===== src/rtl/nand4_sweep_ctrl.sv =====
// -----------------------------------------------------------------------------
// nand4_sweep_ctrl
//
// Exhaustive-sweep controller for a 4-input NAND gate under test. It walks
// o_vec through every vector 0..2^N_IN-1 and holds each one for DWELL_CYCLES
// clocks. On the last dwell clock it samples the looped-back DUV output i_f
// and checks it against the NAND of the vector. It also keeps a mismatch count
// and records the first failing vector.
//
// Optional feature macro: SWEEP_TRUTH_EN
//   defined   : o_truth holds the observed truth table (bit k = i_f for vector k)
//   undefined : no capture register is built and o_truth is tied to 0
//
// Ports
//   i_clk         clock, rising edge
//   i_rst         asynchronous active-high reset
//   i_start       start a sweep (honoured only in IDLE)
//   i_abort       abandon the sweep; wins over i_start and over the final sample
//   i_f           DUV output under check
//   o_vec         DUV input vector (bit N_IN-1 -> a ... bit 0 -> d)
//   o_busy        high while a sweep is running
//   o_done        one-clock pulse after the final sample
//   o_pass        last completed sweep had zero mismatches
//   o_err_cnt     mismatch count of the current/last sweep
//   o_first_fail  vector of the first mismatch (valid when o_err_cnt != 0)
//   o_truth       observed truth table
// -----------------------------------------------------------------------------
module nand4_sweep_ctrl #(
   parameter int N_IN         = 4,
   parameter int DWELL_CYCLES = 4
) (
   input  logic                 i_clk,
   input  logic                 i_rst,
   input  logic                 i_start,
   input  logic                 i_abort,
   input  logic                 i_f,
   output logic [N_IN-1:0]      o_vec,
   output logic                 o_busy,
   output logic                 o_done,
   output logic                 o_pass,
   output logic [N_IN:0]        o_err_cnt,
   output logic [N_IN-1:0]      o_first_fail,
   output logic [(2**N_IN)-1:0] o_truth
);

   // A single-clock dwell still needs a 1-bit counter that never advances.
   localparam int DW = (DWELL_CYCLES > 1) ? $clog2(DWELL_CYCLES) : 1;
   localparam logic [DW-1:0]   DWELL_LAST = DW'(DWELL_CYCLES - 1);
   localparam logic [N_IN-1:0] VEC_LAST   = {N_IN{1'b1}};

   typedef enum logic [1:0] {
      S_IDLE = 2'd0,
      S_RUN  = 2'd1,
      S_DONE = 2'd2
   } state_t;

   state_t              r_state;
   state_t              w_state_nxt;
   logic [DW-1:0]       r_dwell;
   logic [DW-1:0]       w_dwell_nxt;
   logic [N_IN-1:0]     r_vec;
   logic [N_IN-1:0]     w_vec_nxt;
   logic                r_busy;
   logic                w_busy_nxt;
   logic                r_done;
   logic                w_done_nxt;
   logic                r_pass;
   logic                w_pass_nxt;
   logic [N_IN:0]       r_err_cnt;
   logic [N_IN:0]       w_err_nxt;
   logic [N_IN-1:0]     r_first_fail;
   logic [N_IN-1:0]     w_first_nxt;

   logic                w_sample;
   logic                w_mismatch;

`ifdef SWEEP_TRUTH_EN
   logic [(2**N_IN)-1:0] r_truth;
   logic [(2**N_IN)-1:0] w_truth_nxt;
`endif

   // Sample point: the edge that ends the last dwell clock of the current vector.
   assign w_sample   = (r_state == S_RUN) && (r_dwell == DWELL_LAST);
   assign w_mismatch = (i_f != ~(&r_vec));

   // Next-state and next-output logic for the sweep FSM.
   always_comb begin
      w_state_nxt = r_state;
      w_dwell_nxt = r_dwell;
      w_vec_nxt   = r_vec;
      w_busy_nxt  = r_busy;
      w_done_nxt  = 1'b0;
      w_pass_nxt  = r_pass;
      w_err_nxt   = r_err_cnt;
      w_first_nxt = r_first_fail;
`ifdef SWEEP_TRUTH_EN
      w_truth_nxt = r_truth;
`endif
      case (r_state)
         S_IDLE: begin
            // Abort outranks start, so a simultaneous pair leaves us idle.
            if (i_start && !i_abort) begin
               w_state_nxt = S_RUN;
               w_busy_nxt  = 1'b1;
               w_vec_nxt   = {N_IN{1'b0}};
               w_dwell_nxt = {DW{1'b0}};
               w_err_nxt   = {(N_IN+1){1'b0}};
               w_first_nxt = {N_IN{1'b0}};
               w_pass_nxt  = 1'b0;
`ifdef SWEEP_TRUTH_EN
               w_truth_nxt = {(2**N_IN){1'b0}};
`endif
            end else begin
               w_busy_nxt  = 1'b0;
               w_dwell_nxt = {DW{1'b0}};
            end
         end
         S_RUN: begin
            if (i_abort) begin
               // Partial counters are left as they are for inspection.
               w_state_nxt = S_IDLE;
               w_busy_nxt  = 1'b0;
               w_vec_nxt   = {N_IN{1'b0}};
               w_dwell_nxt = {DW{1'b0}};
               w_pass_nxt  = 1'b0;
            end else if (w_sample) begin
               w_dwell_nxt = {DW{1'b0}};
`ifdef SWEEP_TRUTH_EN
               w_truth_nxt[r_vec] = i_f;
`endif
               if (w_mismatch) begin
                  w_err_nxt = r_err_cnt + {{N_IN{1'b0}}, 1'b1};
                  if (r_err_cnt == {(N_IN+1){1'b0}}) begin
                     w_first_nxt = r_vec;
                  end else begin
                     w_first_nxt = r_first_fail;
                  end
               end else begin
                  w_err_nxt = r_err_cnt;
               end
               if (r_vec == VEC_LAST) begin
                  w_state_nxt = S_DONE;
                  w_busy_nxt  = 1'b0;
                  w_done_nxt  = 1'b1;
                  w_vec_nxt   = {N_IN{1'b0}};
                  w_pass_nxt  = (r_err_cnt == {(N_IN+1){1'b0}}) && !w_mismatch;
               end else begin
                  w_vec_nxt   = r_vec + {{(N_IN-1){1'b0}}, 1'b1};
               end
            end else begin
               w_dwell_nxt = r_dwell + {{(DW-1){1'b0}}, 1'b1};
            end
         end
         S_DONE: begin
            w_state_nxt = S_IDLE;
            w_busy_nxt  = 1'b0;
         end
         default: begin
            w_state_nxt = S_IDLE;
            w_busy_nxt  = 1'b0;
            w_vec_nxt   = {N_IN{1'b0}};
            w_dwell_nxt = {DW{1'b0}};
         end
      endcase
   end

   // State and output registers.
   always_ff @(posedge i_clk or posedge i_rst) begin
      if (i_rst) begin
         r_state      <= S_IDLE;
         r_dwell      <= {DW{1'b0}};
         r_vec        <= {N_IN{1'b0}};
         r_busy       <= 1'b0;
         r_done       <= 1'b0;
         r_pass       <= 1'b0;
         r_err_cnt    <= {(N_IN+1){1'b0}};
         r_first_fail <= {N_IN{1'b0}};
      end else begin
         r_state      <= w_state_nxt;
         r_dwell      <= w_dwell_nxt;
         r_vec        <= w_vec_nxt;
         r_busy       <= w_busy_nxt;
         r_done       <= w_done_nxt;
         r_pass       <= w_pass_nxt;
         r_err_cnt    <= w_err_nxt;
         r_first_fail <= w_first_nxt;
      end
   end

`ifdef SWEEP_TRUTH_EN
   // Observed truth-table capture register.
   always_ff @(posedge i_clk or posedge i_rst) begin
      if (i_rst) begin
         r_truth <= {(2**N_IN){1'b0}};
      end else begin
         r_truth <= w_truth_nxt;
      end
   end

   assign o_truth = r_truth;
`else
   assign o_truth = {(2**N_IN){1'b0}};
`endif

   assign o_vec        = r_vec;
   assign o_busy       = r_busy;
   assign o_done       = r_done;
   assign o_pass       = r_pass;
   assign o_err_cnt    = r_err_cnt;
   assign o_first_fail = r_first_fail;

endmodule


===== config.mk =====
export PLATFORM = sky130hd
export DESIGN_NAME = nand4_sweep_ctrl
export DESIGN_NICKNAME = d
export VERILOG_FILES = /design/src/rtl/nand4_sweep_ctrl.sv
export SDC_FILE = /design/constraint.sdc
export NUM_CORES = 1
export LEC_CHECK = 0
export BUFFER_PORTS_ARGS = -buffer_cell sky130_fd_sc_hd__buf_2
export CAP_MARGIN = 5
export CORE_MARGIN = 10
export CORE_UTILIZATION = 35
export DETAILED_ROUTE_END_ITERATION = 6
export MAX_ROUTING_LAYER = met4
export PLACE_DENSITY = 0.66
export REMOVE_ABC_BUFFERS = 1
export SLEW_MARGIN = 20
export SYNTH_ARGS = -nofsm -noshare
export SYNTH_HDL_FRONTEND = slang
export SYNTH_SLANG_ARGS = --single-unit

===== constraint.sdc =====
create_clock -name i_clk -period 1.6 [get_ports i_clk]
set_input_delay 0.4 -clock i_clk [delete_from_list [all_inputs] [get_ports i_clk]]
set_output_delay 0.4 -clock i_clk [all_outputs]
set_load 0.01 [all_outputs]

# == Word level (Yosys, flattened, before mapping) ==
# Index checks and enable logic that the tools add are counted.
# classes
muxes,37
eq_ne,12
reduce_logical,15
n_addsub,3
n_bitwise,2
# ops
operator,count
two-way mux 4 bit,8
two-way mux 5 bit,4
two-way mux 1 bit,12
two-way mux 2 bit,6
case mux 4 bit (3 select lines),1
case mux 5 bit (2 select lines),1
"!= test 2 bit, second input constant",4
case mux 2 bit (2 select lines),2
case mux 4 bit (2 select lines),1
AND reduction 4 bit,2
AND reduction 3 bit,2
AND reduction 6 bit,1
"adder 5 x 1 -> 5 bit, second input constant",1
zero test 5 bit,1
AND reduction 5 bit,1
"adder 4 x 1 -> 4 bit, second input constant",1
"equality test 2 bit, second input constant",2
"equality test 4 bit, second input constant",1
case mux 1 bit (2 select lines),2
logical AND 1 bit,3
"!= test 3 x 2 -> 1 bit, second input constant",1
"!= test 3 bit, second input constant",1
"adder 2 x 1 -> 2 bit, second input constant",1
"equality test 2 x 1 -> 1 bit, second input constant",1
7 further kinds,9
# totals
elab_cells,77
out_inout_bits,32
ff_bits,20
inputBits,5

# == Longest topological paths before layout ==
# Gate-level depths: netlist of the first run.
# depth
ltp_word,9
mapped_depth,6
ltp_nobuf,6

# == Worst setup path after synthesis of the first run ==
# OpenSTA, ideal clock, no wires.
# synth_path
kind,register to register
from,"register r_vec[0], in the netlist o_vec[0]"
to,"register r_err_cnt[1], in the netlist o_err_cnt[1]"
period_less_slack_ns,1.761
path_slack_ns,-0.161
n_path_buf,1
setup_time_ns,0.126
t_required_ns,1.474
path_stages_with_launch,7
t_arrival_ns,1.635
cell_sequence,dfrtp_1 > ha_1 > and3_1 > xor2_1 > buf_2 > nor3_1 > a221o_1
# synth_between
elab_chain_cells,5
# synth_lines
item,line,text
start: declaration,61,logic [N_IN-1:0] r_vec;
start signal: assignment,172,r_vec <= {N_IN{1'b0}};
start signal: assignment,181,r_vec <= w_vec_nxt;
AND reduction 4 bit,84,assign w_mismatch = (i_f != ~(&r_vec));
NOT 1 bit,84,
!= test 1 bit,84,
!= test 2 bit (no line),-,
AND reduction 5 bit (no line),-,
end signal: assignment,176,r_err_cnt <= {(N_IN+1){1'b0}};
end signal: assignment,185,r_err_cnt <= w_err_nxt;
end: declaration,69,logic [N_IN:0] r_err_cnt;
# Every way passes these cells.
# A chain may end at the register's enable or synchronous reset.

# == Worst setup path after layout of the first run ==
# layout_path
from,register r_state[1]
to,"register r_err_cnt[2], in the netlist o_err_cnt[2]"
# layout_between
elab_chain_cells,4
word_cells_on_any_way,10
classes_between,5 x eq/ne; 1 x mux; 4 x reduce/logical
# layout_lines
item,line,text
start: declaration,57,state_t r_state;
start signal: assignment,179,r_state <= w_state_nxt;
equality test 2 x 1 -> 1 bit,"83, 99",
logical AND 1 bit,83,assign w_sample = (r_state == S_RUN) && (r_dwell == DWELL_LAST);
!= test 2 bit (no line),-,
AND reduction 5 bit (no line),-,
# Parallel ways exist; a longest one is shown, timed or not.

==> results of run 1 <==
-- final cells by class --
cell class | count | share of cell area, %
multi-input cells | 102 | 42.79
clock buffers | 3 | 1.388
inverters | 6 | 1.388
repair buffers | 50 | 20.05
well taps | 46 | 3.547
flip-flops and latches | 20 | 30.84
-- worst reg2reg max path, stage by stage, from the launching register on --
cell and delay, ns:
dfrtp_1 0.43, or3b_1 0.46, or4_1 0.50, nand3_1 0.10
-- cells in the mapped netlist (2+ instances only) --
| cell | count | area, um2 |
|---|---|---|
| a21oi_1 | 4 | 20.02 |
| and3_1 | 2 | 12.51 |
| buf_4 | 17 | 127.6 |
| clkbuf_1 | 2 | 7.510 |
| dfrtp_1 | 20 | 500.5 |
| ha_1 | 4 | 50.05 |
| inv_1 | 6 | 22.52 |
| mux2i_1 | 2 | 20.02 |
| nand2_1 | 14 | 52.55 |
| nand3_1 | 12 | 60.06 |
| nand4_1 | 6 | 37.54 |
| nor2_1 | 4 | 15.01 |
| nor3_1 | 3 | 15.01 |
| o211ai_1 | 6 | 45.04 |
| o21ai_0 | 7 | 35.03 |
| o31ai_1 | 2 | 15.01 |
| or4_1 | 2 | 15.01 |
-- per-layer routing --
layer	track usage [%]	routed length [um]	part of all wire [%]
met1	12.29	1399	43
met2	18.27	1760	53
met3	2.027	107	3.3
met4	3.047	23	0.70
met5	-	0	0
-- what timing repair did --
item                       4_1_cts  5_1_grt
setup buffers                    0        1
hold endpoints to repair         0        0
cloned                           0        0
gates resized for setup          9        7
pin swaps                        3        2
setup endpoints to repair       12       12
-- power by group through the flow --
stage | logic (mW) | registers [mW] | clock network (mW)
floorplan | 0.112 | 0.571 | 0
global placement | 0.252 | 0.550 | 0
detailed placement | 0.259 | 0.552 | 0
CTS | 0.269 | 0.542 | 0.247
global route | 0.319 | 0.547 | 0.263
finish | 0.284 | 0.543 | 0.235
-- state kept, by name, summed over array words and instances, names as in the netlist --
| signal | cells |
|---|---|
| o_busy | 1 |
| o_first_fail | 4 |
| o_err_cnt | 5 |
| o_vec | 4 |
| r_state | 2 |
| o_pass | 1 |
| r_dwell | 2 |
| o_done | 1 |
-- stage by stage --
stage	instances	hold WS, ns	setup WS (ns)	power (mW)
floorplan	128	0.3638	-0.3315	0.6835
finish	227	0.1017	0.05264	1.063
detailed placement	223	0.4380	-0.1860	0.8110
global placement	223	0.4291	-0.1026	0.8023
CTS	226	0.1032	0.03259	1.059
global route	227	0.1277	-0.004104	1.128
-- cell families after synthesis --
| logic type | count (synthesis) | synth area share [%] |
|---|---|---|
| simple gates | 52 | 22.99 |
| buf+inv | 28 | 14.44 |
| compound gates | 25 | 13.53 |
| flops | 20 | 40.69 |
| fa+ha+maj | 4 | 4.069 |
| mux | 3 | 2.543 |
| xor+xnor | 2 | 1.424 |
| other cells | 1 | 0.3049 |
-- final timing paths --
check / start / end / slack (ns) / depth (start not counted)
worst max-delay path: r_state[1] / o_err_cnt[2] / 0.05 / 3
worst min-delay path: i_rst / o_done / 0.10 / 3
worst max register to register: r_state[1] / o_err_cnt[2] / 0.05 / 3
worst min register to register: o_busy / o_busy / 0.52 / 2
max in group asynchronous: i_rst / o_first_fail[2] / 1.28 / 3
min in group i_clk: o_busy / o_busy / 0.52 / 2
==> flow_metrics.tcl, run 1 <==
set metrics [dict create \
    status "completed" \
    die_x_um 79.28 \
    antenna_left 0 \
    hold_buffers 0 \
    cts_tree "yes" \
    numCtsBuffers 3 \
    grt_pass1_wl_um 5382 \
    worstPathCellList "or3b_1 > or4_1 > nand3_1" \
    fillers 350 \
    mostFrequentLayoutCells "buf_4 (30), buf_2 (20), dfrtp_1 (20), conb_1 (16), nand2_1 (14)" \
    p_int_mw 0.7443 \
    power_density_mw_per_mm2 654.8 \
    synth_warnings 0 \
    grt_max_degree 21 \
    synth-seq-area-share_pct 40.69 \
    finalSetupViolCount 0 \
    worstHoldPathType "in -> async" \
    clk_path_buf_depth 2 \
    row_count 21 \
    first_iter_violations 83 \
    synthFlopType "dfrtp_1" \
    post-route-util_pct 48.25 \
    num_antenna_cells 0 \
    overflow 0 \
    vias 1098 \
    synth.distinct_cells 39 \
    syn_area_mm2 0.001230 \
    place.gp.congestion 0.9067 \
    ys_async_sr_fraction_pct 100.0 \
    routedWlPerCell_um 14.50 \
    sw_frac_of_total_pct 29.95 \
    post_dp_cell_area_mm2 0.001506 \
    cts-htree-levels 1 \
    clkSinkCount 20 \
    start_util_pct 36.57 \
    crit_slowest_cell "or4_1" \
    mostFrequentLayoutCell "buf_4" \
    antenna_found_initial 0 \
    clk_latency_ns 0.29 \
    fin_tns_setup_ns 0 \
    ys_ff_latch 20 \
    area_growth_pct 31.94 \
    worstPathRequired_ns 1.84 \
    layout.nets 192 \
    p_leak_nw 0.8342 \
    period_share_pct 96.71 \
    irDropWorstVdd_mv 0.4031 \
    die_h_um 79.28 \
    p_comb_share_pct 26.8 \
    max_cap_viol_count 0 \
    wl_um 3291 \
    min_period_ns 1.547 \
    max_stage_delay_ns 0.50 \
    synthCells 135 \
    p_sw_mw 0.3183 \
    arrival_ns 1.79 \
    critPathLaunchType "register" \
    portBuffers 20 \
    seq_area_um2 500.5 \
    fin_skew_ns 0.004223 \
    grtUsageTotal_pct 10.63 \
    drive_above_1_share_pct 35.91 \
    cp_max_fo 4 \
    postLayoutCellArea_mm2 0.001623 \
    critical_path.top_delay_family "simple AND/OR/NAND/NOR gates" \
    synth_edf_count 0 \
    power_frac_seq_pct 51.1 \
    drv_slew 0 \
    drtPass1Iterations 4 \
    crit_buf_inv 0 \
    die_area_mm2 0.006285 \
    coreArea_mm2 0.003363 \
    viasPerCell 4.837 \
    hpwl_um 2580 \
    fmax_mhz 646.3 \
    pwr-share-clk_pct 22.1 \
    post_synth.cell_area_avg_um2 9.111 \
    cts_root_buffer "clkbuf_4" \
    hold_viol 0 \
    multi_input_area_um2 694.4 \
    drc 0 \
    ioPinCount 37 \
    crit_type "reg -> reg" \
    grt_pass1_vias 1198 \
    cts.reportedPaths.clkPinSlew_ns 0.11 \
    crit_path_end_kind "register" \
]
Power figures use the tool's default switching activity.
==> run 2, diff against run 1 <==
Settings changed: PLACE_DENSITY 0.66 to not set, PLACE_DENSITY_LB_ADDON set to 0.15.
==> run 2 against run 1 <==
Register-to-register slack got worse by 0.02 ns. Clock power rose by 32%. Hold slack got worse by 0.011 ns. Worst setup slack got worse by 0.024 ns. Final cell count rose by 0.44%. Critical path depth rose by 2. Wire length fell by 1.2%. Critical endpoint is now o_err_cnt[3].
==> flow_metrics.tcl, run 2 (synthesis results as in run 1) <==
set metrics [dict create \
    largest_reg_flops 5 \
    multi_input_area_um2 681.9 \
    mostFrequentLayoutCells "buf_4 (30), buf_2 (20), dfrtp_1 (20), conb_1 (16), nand2_1 (14)" \
    max_cap_viol_count 0 \
    die_area_mm2 0.006285 \
    vias 1113 \
    status "completed" \
    pre_cts_ws_ns -0.1111 \
    p_leak_nw 0.8397 \
    post_dp_cell_area_mm2 0.001491 \
    grt_pass1_vias 1147 \
    grt_use_met3_pct 2.703 \
    rsz0062_at_grt "yes" \
    coreArea_mm2 0.003363 \
    drtPass1Iterations 4 \
    hpwl_um 2500 \
    antenna_found_initial 0 \
    fillers 361 \
    cp_max_fo 6 \
    layout.nets 192 \
    period_share_pct 98.21 \
    overflow 0 \
    arrival_ns 1.82 \
    clk_latency_ns 0.31 \
    row_count 21 \
    wl_um 3252 \
    fmax_mhz 636.4 \
    drive_above_1_share_pct 36.81 \
    worstPathRequired_ns 1.85 \
    drv_slew 0 \
    portBuffers 20 \
    die_x_um 79.28 \
    crit_type "reg -> reg" \
    drc 0 \
    fin_skew_ns 0.003819 \
    hold_viol 0 \
    num_antenna_cells 0 \
    start_util_pct 36.57 \
    clk_path_buf_depth 2 \
    ioPinCount 37 \
    postLayoutCellArea_mm2 0.001624 \
    grt_pass1_wl_um 5306 \
    grt_util_met1_pct 13.72 \
    seq_area_um2 500.5 \
    worstSetupStartpoint "o_vec[0]" \
    cts-htree-levels 1 \
    worstHoldPathType "in -> async" \
    numCtsBuffers 3 \
    r2r_start "o_vec[0]" \
    die_h_um 79.28 \
    grt_util_met2_pct 16.31 \
    min_period_ns 1.571 \
    place.gp.congestion 0.8180 \
    mostFrequentLayoutCell "buf_4" \
    hold_buffers 0 \
    cts_tree "yes" \
    grt_max_degree 21 \
    area_growth_pct 32.04 \
    cts.reportedPaths.clkPinSlew_ns 0.12 \
    routedWlPerCell_um 14.26 \
    slew_headroom_pct 65.26 \
    post-route-util_pct 48.29 \
    first_iter_violations 60 \
    cts_root_buffer "clkbuf_4" \
    antenna_left 0 \
    power_density_mw_per_mm2 700.6 \
    grtUsageTotal_pct 10.63 \
    crit_path_end_kind "register" \
    fin_ws_ns 0.02872 \
    critPathLaunchType "register" \
    viasPerCell 4.882 \
    grt_busiest_layer "met2" \
    irDropWorstVdd_mv 0.2848 \
    finalSetupViolCount 0 \
    worst_slew_pin_slew_ns 0.5157 \
    clkSinkCount 20 \
]
==> run 2: changes by cell type in the layout (fill, tap and decap cells not counted), sizes merged <==
cell and delta:
clkbuf +1
==> run 2: layer usage <==
| layer | vias up | routed length [um] |
|---|---|---|
| met2 | 25 | 1521 |
| met1 | 541 | 1591 |
| li1 | 545 | - |
| met5 | - | 0 |
| met4 | 0 | 10 |
| met3 | 2 | 128 |
==> run 2: report_power, final <==
group | switching [mW] | total, mW | internal [mW]
Clock | 0.172 | 0.311 | 0.139
Combinational | 0.155 | 0.283 | 0.128
Sequential | 0.0159 | 0.544 | 0.528
==> run 2: layout make-up <==
cell class	instances	share of cell area [%]
multi-input cells	102	41.99
flip-flops and latches	20	30.82
repair buffers	50	20.03
well taps	46	3.544
clock buffers	4	2.234
inverters	6	1.387
==> run 2: per-stage QoR <==
stage	hold slack [ns]	power, mW	cells	setup TNS [ns]
6_report	0.09041	1.138	228	0
5_1_grt	0.1195	1.195	228	-0.008107
4_1_cts	0.09980	1.120	225	0
3_5_place_dp	0.4473	0.8089	221	-0.5823
3_3_place_gp	0.4404	0.8051	221	-0.1617
2_1_floorplan	0.3638	0.6835	128	-1.476
==> run 2: timing repair <==
item,4_1_cts,5_1_grt
pin swaps,3,3
setup buffers,0,3
gates resized for setup,6,8
cloned,0,0
setup endpoints to repair,11,12
==> run 2: worst max-delay path, cell delays in order (launching register included) <==
cell and delay, ns:
dfrtp_1 0.42, ha_2 0.20, and3_4 0.17, xor2_4 0.17, or4_1 0.47, nand3_1 0.08
==> run 2: path summary, 6_finish.rpt <==
check                                  end  slack (ns)  cells past startpoint
setup / recovery              o_err_cnt[3]        0.03                      5
hold / removal                  r_dwell[0]        0.09                      3
setup reg to reg              o_err_cnt[3]        0.03                      5
hold reg to reg                     o_busy        0.52                      2
max in group asynchronous  o_first_fail[1]        1.30                      3
min in group i_clk              r_dwell[0]        0.45                      3
